`config.mk`:
```
export PLATFORM = sky130hd
export DESIGN_NAME = axis_demux_pkt
export DESIGN_NICKNAME = d
export VERILOG_FILES = /design/src/rtl/axis_demux_pkt.sv
export SDC_FILE = /design/constraint.sdc
export NUM_CORES = 1
export LEC_CHECK = 0
export BUFFER_PORTS_ARGS = -buffer_cell sky130_fd_sc_hd__clkbuf_2
export CELL_PAD_IN_SITES_DETAIL_PLACEMENT = 0
export CELL_PAD_IN_SITES_GLOBAL_PLACEMENT = 2
export CORE_ASPECT_RATIO = 0.8
export CORE_MARGIN = 1.5
export CORE_UTILIZATION = 30
export DETAILED_ROUTE_END_ITERATION = 16
export GPL_TIMING_DRIVEN = 0
export PLACE_DENSITY = 0.72
export SETUP_SLACK_MARGIN = 0.1
export SLEW_MARGIN = 20
export SYNTH_ARGS = -nofsm -noshare
export SYNTH_HDL_FRONTEND = slang
export SYNTH_SLANG_ARGS = --single-unit
```
`constraint.sdc`:
```
create_clock -name clk -period 2.78 [get_ports clk]
set_clock_uncertainty 0.15 [all_clocks]
set_input_delay 0.139 -clock clk [delete_from_list [all_inputs] [get_ports clk]]
set_output_delay 0.139 -clock clk [all_outputs]
set_load 0.01 [all_outputs]
```
`src/rtl/axis_demux_pkt.sv`:
```
// axis_demux_pkt: packet-aware 1-to-3 AXI4-Stream demultiplexer with drop route.
// The route is sampled from sel on the first beat of each packet and held until
// tlast. A registered output stage backed by a one-entry skid buffer gives one
// beat per cycle with a registered s_axis_tready. Route 3 discards packets and
// counts them in a saturating 16-bit counter.
module axis_demux_pkt #(
  parameter int unsigned DATAW = 24
) (
  input  logic                 clk,
  input  logic                 rst,
  input  logic [1:0]           sel,

  input  logic [DATAW-1:0]     s_axis_tdata,
  input  logic                 s_axis_tvalid,
  output logic                 s_axis_tready,
  input  logic                 s_axis_tuser,
  input  logic                 s_axis_tlast,
  input  logic [DATAW/8-1:0]   s_axis_tkeep,

  output logic [DATAW-1:0]     m0_axis_tdata,
  output logic                 m0_axis_tvalid,
  input  logic                 m0_axis_tready,
  output logic                 m0_axis_tuser,
  output logic                 m0_axis_tlast,
  output logic [DATAW/8-1:0]   m0_axis_tkeep,

  output logic [DATAW-1:0]     m1_axis_tdata,
  output logic                 m1_axis_tvalid,
  input  logic                 m1_axis_tready,
  output logic                 m1_axis_tuser,
  output logic                 m1_axis_tlast,
  output logic [DATAW/8-1:0]   m1_axis_tkeep,

  output logic [DATAW-1:0]     m2_axis_tdata,
  output logic                 m2_axis_tvalid,
  input  logic                 m2_axis_tready,
  output logic                 m2_axis_tuser,
  output logic                 m2_axis_tlast,
  output logic [DATAW/8-1:0]   m2_axis_tkeep,

  output logic [15:0]          drop_cnt
);

  localparam int unsigned KEEPW    = DATAW / 8;
  localparam int unsigned ROUTEW   = 2;
  localparam int unsigned CNTW     = 16;
  localparam logic [ROUTEW-1:0] ROUTE_DROP = ROUTEW'(3);
  localparam logic [CNTW-1:0]   CNT_MAX    = {CNTW{1'b1}};

  // Packet tracking
  logic              r_in_pkt;
  logic [ROUTEW-1:0] r_route_cur;

  // Output register
  logic              r_out_valid;
  logic [DATAW-1:0]  r_out_data;
  logic              r_out_user;
  logic              r_out_last;
  logic [KEEPW-1:0]  r_out_keep;
  logic [ROUTEW-1:0] r_out_route;

  // Skid register
  logic              r_skid_valid;
  logic [DATAW-1:0]  r_skid_data;
  logic              r_skid_user;
  logic              r_skid_last;
  logic [KEEPW-1:0]  r_skid_keep;
  logic [ROUTEW-1:0] r_skid_route;

  logic              r_tready;
  logic [CNTW-1:0]   r_drop_cnt;

  logic              w_accept;
  logic [ROUTEW-1:0] w_beat_route;
  logic              w_out_ready;
  logic              w_load;
  logic              w_retire;
  logic              w_skid_next;

  assign w_accept     = s_axis_tvalid && r_tready;
  assign w_beat_route = r_in_pkt ? r_route_cur : sel;

  // Ready of whichever master the head beat is routed to; the drop route always retires.
  always_comb begin
    w_out_ready = 1'b1;
    case (r_out_route)
      2'd0:    w_out_ready = m0_axis_tready;
      2'd1:    w_out_ready = m1_axis_tready;
      2'd2:    w_out_ready = m2_axis_tready;
      default: w_out_ready = 1'b1;
    endcase
  end

  assign w_load      = !r_out_valid || w_out_ready;
  assign w_retire    = r_out_valid && w_out_ready;
  // Skid is emptied whenever the output register can load; otherwise it catches an accepted beat.
  assign w_skid_next = !w_load && (r_skid_valid || w_accept);

  // Track packet boundaries and latch the route on the first beat of each packet.
  always_ff @(posedge clk or posedge rst) begin
    if (rst) begin
      r_in_pkt    <= 1'b0;
      r_route_cur <= '0;
    end else if (w_accept) begin
      if (!r_in_pkt) begin
        r_route_cur <= sel;
      end
      r_in_pkt <= !s_axis_tlast;
    end
  end

  // Output register and skid buffer; skid drains first so beat order is kept.
  always_ff @(posedge clk or posedge rst) begin
    if (rst) begin
      r_out_valid  <= 1'b0;
      r_out_data   <= '0;
      r_out_user   <= 1'b0;
      r_out_last   <= 1'b0;
      r_out_keep   <= '0;
      r_out_route  <= '0;
      r_skid_valid <= 1'b0;
      r_skid_data  <= '0;
      r_skid_user  <= 1'b0;
      r_skid_last  <= 1'b0;
      r_skid_keep  <= '0;
      r_skid_route <= '0;
    end else begin
      if (w_load) begin
        if (r_skid_valid) begin
          r_out_valid  <= 1'b1;
          r_out_data   <= r_skid_data;
          r_out_user   <= r_skid_user;
          r_out_last   <= r_skid_last;
          r_out_keep   <= r_skid_keep;
          r_out_route  <= r_skid_route;
          r_skid_valid <= 1'b0;
        end else if (w_accept) begin
          r_out_valid  <= 1'b1;
          r_out_data   <= s_axis_tdata;
          r_out_user   <= s_axis_tuser;
          r_out_last   <= s_axis_tlast;
          r_out_keep   <= s_axis_tkeep;
          r_out_route  <= w_beat_route;
        end else begin
          r_out_valid  <= 1'b0;
        end
      end else if (w_accept) begin
        r_skid_valid <= 1'b1;
        r_skid_data  <= s_axis_tdata;
        r_skid_user  <= s_axis_tuser;
        r_skid_last  <= s_axis_tlast;
        r_skid_keep  <= s_axis_tkeep;
        r_skid_route <= w_beat_route;
      end
    end
  end

  // Registered input ready: open exactly when the skid will be empty next cycle.
  always_ff @(posedge clk or posedge rst) begin
    if (rst) begin
      r_tready <= 1'b0;
    end else begin
      r_tready <= !w_skid_next;
    end
  end

  // Count dropped packets as their last beat retires, saturating at all-ones.
  always_ff @(posedge clk or posedge rst) begin
    if (rst) begin
      r_drop_cnt <= '0;
    end else if (w_retire && (r_out_route == ROUTE_DROP) && r_out_last &&
                 (r_drop_cnt != CNT_MAX)) begin
      r_drop_cnt <= r_drop_cnt + CNTW'(1);
    end
  end

  assign s_axis_tready  = r_tready;
  assign drop_cnt       = r_drop_cnt;

  assign m0_axis_tvalid = r_out_valid && (r_out_route == 2'd0);
  assign m1_axis_tvalid = r_out_valid && (r_out_route == 2'd1);
  assign m2_axis_tvalid = r_out_valid && (r_out_route == 2'd2);

  assign m0_axis_tdata  = r_out_data;
  assign m0_axis_tuser  = r_out_user;
  assign m0_axis_tlast  = r_out_last;
  assign m0_axis_tkeep  = r_out_keep;
  assign m1_axis_tdata  = r_out_data;
  assign m1_axis_tuser  = r_out_user;
  assign m1_axis_tlast  = r_out_last;
  assign m1_axis_tkeep  = r_out_keep;
  assign m2_axis_tdata  = r_out_data;
  assign m2_axis_tuser  = r_out_user;
  assign m2_axis_tlast  = r_out_last;
  assign m2_axis_tkeep  = r_out_keep;

endmodule

```
; Yosys cells after proc, flatten, opt, wreduce, memory -nomap -nowiden
; Index checks and enable logic that the tools add are counted.
; Widths: inputs -> output; s select.
[classes]
addsub = 1
bitwise_logic = 1
eq_ne = 4
n_mux = 16
n_reduce_logical = 20
[op_table]
columns = cell, n
row1 = $mux 24, 2
row2 = $add 16x1->16 const B, 1
row3 = $ne 16x16->1 const B, 1
row4 = $logic_and 1x1->1, 9
row5 = $mux 1, 8
row6 = $mux 2, 3
row7 = $mux 3, 2
row8 = $eq 2x2->1 const B, 2
row9 = $logic_not 1->1, 4
row10 = $reduce_and 2->1, 2
row11 = $reduce_bool 2->1, 2
row12 = $pmux 1 s3, 1
row13 = $eq 2x1->1 const B, 1
row14 = $logic_not 2->1, 1
row15 = $logic_or 1x1->1, 2
row16 = $not 1->1, 1
[totals]
in_bits = 37
reg_bits = 84
output_inout_bits = 107
elab_cells = 58

; Logic depth before layout (Yosys ltp)
[logic_depth]
depth_word = 6
mapped_depth = 6
ltp_nobuf = 5

; Worst setup path before layout
; No wires, ideal clock.
[synth_timing]
path_type = register -> register
startpoint = reg r_drop_cnt[0] (netlist: drop_cnt[0])
endpoint = reg r_drop_cnt[1] (netlist: drop_cnt[1])
path_stages_with_launch = 6
n_path_buf = 0
arrival_ps = 1684
t_required_ps = 2505
synth_period_minus_slack_ps = 1959
setup_time_ps = 125
path_slack_ps = 821
cell_sequence = dfrtp_1 ha_1 nand2_1 nor4_4 a21oi_1 mux2_2
[synth_via]
elab_chain_cells = 2
word_cells_on_any_way = 3
cone_classes = 1 x add/sub / 1 x eq/ne / 1 x reduce/logical
[synth_rtl]
columns = element, line
row1 = start: declaration, 71  ; logic [CNTW-1:0] r_drop_cnt;
row2 = start signal: assignment, 173  ; r_drop_cnt <= r_drop_cnt + CNTW'(1);
row3 = "parallel branches: the longest is 2 deep, another holds $add 16x1->16", --
; Several ways; the timed one is not identified.
; A chain may end at the register's enable or synchronous reset.

; Worst setup path in the final report
; Same ends and word-level chain as after synthesis.

==> metrics.log <==
INFO  metric part_of_the_yosys_area_used_for_sequential_elements = 48.2%
INFO  metric global_route.overflow_total = 0
INFO  metric grt_max_degree = 48
INFO  metric detail_route.wirelength = 9580 microns
INFO  metric num_antenna_cells = 0
INFO  metric yosysWarningCount = 0
INFO  metric power_leakage = 0.00292 uW
INFO  metric stdcell_count = 712
INFO  metric tightestPinTransition = 0.687 ns
INFO  metric run_status = finished clean
INFO  metric rsz0062_at_grt = false
INFO  metric drt_first_pass_iters = 4
INFO  metric period_needed = 2.21 ns
INFO  metric detail_route.wl_per_cell = 13.5 microns
INFO  metric layout-drive-gt1-share = 60.4%
INFO  metric post-cts-setup-buffers = 0
INFO  metric syn-mean-instance-area = 12.9 sq um
INFO  metric worst-path-max-fanout = 10
INFO  metric final_net_count = 561
INFO  metric synth_top_flop_cell = sky130_fd_sc_hd__dfrtp_1
INFO  metric relSlewSlack = 54.2%
INFO  metric antenna_violations_before_repair = 0
INFO  metric finalMaxSlewViolations = 0
INFO  metric via_per_inst = 4.34
INFO  metric timing.critical_path.required = 2.86 ns
INFO  metric core_area = 0.0142 sq mm
INFO  metric design_power_total = 6750 uW
INFO  metric fillers = 1,412
INFO  metric criticalPathCategory = reg2reg
INFO  metric cts_resized = 0
INFO  metric finalCritPeriodShare = 79.6%
INFO  metric synth_nets = 376
INFO  metric ys_ff_latch = 84
INFO  metric fp.dieH = 111 microns
INFO  metric regArea = 0.00210 sq mm
INFO  metric worst_skew_pair.late_latency = 0.34 ns
INFO  metric dp_cells = 666
INFO  metric dpl.hpwl = 6890 microns
INFO  metric post_synth_num_cell_types = 37
INFO  metric synth.top_cells.by_count = sky130_fd_sc_hd__dfrtp_1, sky130_fd_sc_hd__mux2_2, sky130_fd_sc_hd__buf_4, sky130_fd_sc_hd__mux2_4
INFO  metric power.density = 1130 mW/mm^2
INFO  metric fin_worst_hold_slack = 0.0200 ns
INFO  metric gr-usage-all-layers = 13.1%
INFO  metric synthMostInstantiatedCell = sky130_fd_sc_hd__dfrtp_1
INFO  metric globalplace.congestion = 0.741
INFO  metric netlist_area = 0.00436 sq mm
INFO  metric site_rows = 39
INFO  metric report.final.setup_viol = 0
INFO  metric timing_hold_violations_final = 0
INFO  metric hold_buffers = 30
INFO  metric post-route-util = 41.8%
INFO  metric buffer_ports.inserted = 143
INFO  metric worst_setup_path_end_kind = flop
INFO  metric critPathLaunchType = flop
INFO  metric cts-root-buf = sky130_fd_sc_hd__clkbuf_16
INFO  metric maxClockFrequency = 452 MHz
INFO  metric die_area = 0.0153 sq mm
INFO  metric synth_area_leader_cell = sky130_fd_sc_hd__dfrtp_1
INFO  metric first_pass_grt_wire_length = 15,500 microns
INFO  metric clock_sinks = 84
INFO  metric floorplan.initialDensity = 30.6%
INFO  metric total_area_of_multi_input_combinational_cells = 0.00169 sq mm
INFO  metric hold_class = in2reg
INFO  metric peakVddDrop = 0.475 mV
INFO  metric numCtsBuffers = 9
INFO  metric area_growth_syn_to_layout = 36.6%
INFO  metric cts-root-to-sink-buffers = 2
INFO  metric overall_via_count_from_detail_route = 3,088
INFO  metric drtIter0Drc = 101
INFO  metric synthCells = 338
INFO  metric drc_errors = 0
INFO  metric synth.area.top_cells = sky130_fd_sc_hd__dfrtp_1, sky130_fd_sc_hd__mux2_2, sky130_fd_sc_hd__buf_4
INFO  metric top_level_ports = 144
INFO  metric tritoncts = done
INFO  metric die_x = 138 microns
INFO  metric number_of_global_route_vias_before_repair = 3,049
INFO  metric worst_setup_hold_path_clk_slew = 0.06 ns
INFO  metric ant_nets = 0
INFO  metric max_cap_viol_count = 0
INFO  metric h_tree_depth = 3
INFO  metric asyncSetResetFlopFracSynth = 100%
INFO  metric synth_top_area_share = 48.2%
INFO  metric timing.critical_path.arrival = 2.29 ns
INFO  metric count_of_flip_flops_with_a_built_in_enable_after_synthesis = 0
sequential cells by signal, indices dropped and copies added (netlist names), 2 cells and up:
name	count
r_skid_data	24
m0_axis_tdata	24
r_skid_keep	3
drop_cnt	16
m0_axis_tkeep	3
r_route_cur	2
r_skid_route	2
r_out_route	2
logic make-up after synthesis:
family | Yosys count | share of synthesized area, %
flops | 84 | 48.2
simple gates | 48 | 6.03
buf+inv | 77 | 12.9
xor+xnor | 13 | 2.61
fa+ha+maj | 1 | 0.287
compound gates | 21 | 3.19
mux | 94 | 26.7
power breakdown:
| part | total (uW) | internal, uW | leakage, uW | switching [uW] |
|---|---|---|---|---|
| registers | 2220 | 1760 | 0.00102 | 460 |
| logic | 3260 | 1940 | 0.00176 | 1310 |
| clock network | 1280 | 787 | 0.000149 | 489 |
| total | 6750 | 4490 | 0.00292 | 2260 |
cells in the final DEF (no fill, tap or decap), types with 3 or more instances in the layout:
cell type / Yosys / final
sky130_fd_sc_hd__clkbuf_2: 0 / 143
sky130_fd_sc_hd__dfrtp_1: 84 / 84
sky130_fd_sc_hd__mux2_2: 60 / 60
sky130_fd_sc_hd__buf_4: 58 / 58
sky130_fd_sc_hd__dlygate4sd3_1: 0 / 30
sky130_fd_sc_hd__mux2_4: 29 / 29
sky130_fd_sc_hd__nand2_1: 11 / 11
sky130_fd_sc_hd__xor2_1: 11 / 11
sky130_fd_sc_hd__a21oi_1: 10 / 10
sky130_fd_sc_hd__nor2_1: 9 / 9
sky130_fd_sc_hd__clkbuf_16: 0 / 9
sky130_fd_sc_hd__clkbuf_1: 6 / 7
sky130_fd_sc_hd__nand4_1: 5 / 5
sky130_fd_sc_hd__nor3_1: 5 / 5
sky130_fd_sc_hd__buf_2: 4 / 4
sky130_fd_sc_hd__nand3_1: 4 / 4
sky130_fd_sc_hd__inv_1: 5 / 4
sky130_fd_sc_hd__nor4_1: 4 / 4
sky130_fd_sc_hd__mux2i_1: 3 / 3
sky130_fd_sc_hd__and4_1: 3 / 3
sky130_fd_sc_hd__o21ai_0: 3 / 3
through the flow:
step,instance area [sq um],setup TNS (ns),setup WS [ns]
2_1_floorplan,4360,0,0.326
3_3_place_gp,5300,-67.85,-0.816
3_5_place_dp,5330,0,0.524
4_1_cts,5950,0,0.511
5_1_grt,5950,0,0.393
6_report,5950,0,0.566
critical path, stage by stage, from the launching register on:
cell and delay, ns:
sky130_fd_sc_hd__dfrtp_1 0.46, sky130_fd_sc_hd__ha_1 0.28, sky130_fd_sc_hd__nand2_1 0.11, sky130_fd_sc_hd__nor4_4 0.56
sky130_fd_sc_hd__a21oi_1 0.23, sky130_fd_sc_hd__mux2_2 0.31
layer usage:
layer  vias to the layer above  wire length, microns  track usage [%]
met4                         0                   163             4.72
met1                      1499                  4620             17.7
met5                         -                     0                0
met2                        91                  4320             20.4
li1                       1487                     -                -
met3                        11                   479             3.02
worst paths after layout:
path,startpoint,to,slack (ns),depth (start not counted)
min in group asynchronous,rst,m0_axis_tdata[21],0.23,3
max reg2reg,drop_cnt[0],drop_cnt[1],0.57,5
max,drop_cnt[0],drop_cnt[1],0.57,5
max in group asynchronous,rst,m0_axis_tkeep[2],1.63,4
min,sel[0],r_skid_route[0],0.02,3
min reg2reg,drop_cnt[7],drop_cnt[7],0.35,1
final cells by class:
type                       count  share of cell area, %
clock inverter                 6                   1.49
multi-input combinational    177                   28.4
buffer                        72                   9.15
inverter                       5                  0.357
timing repair buffer         174                   17.5
tap                          184                   3.87
sequential                    84                   35.3
clock buffer                  10                   3.85
Power figures use the tool's default switching activity.
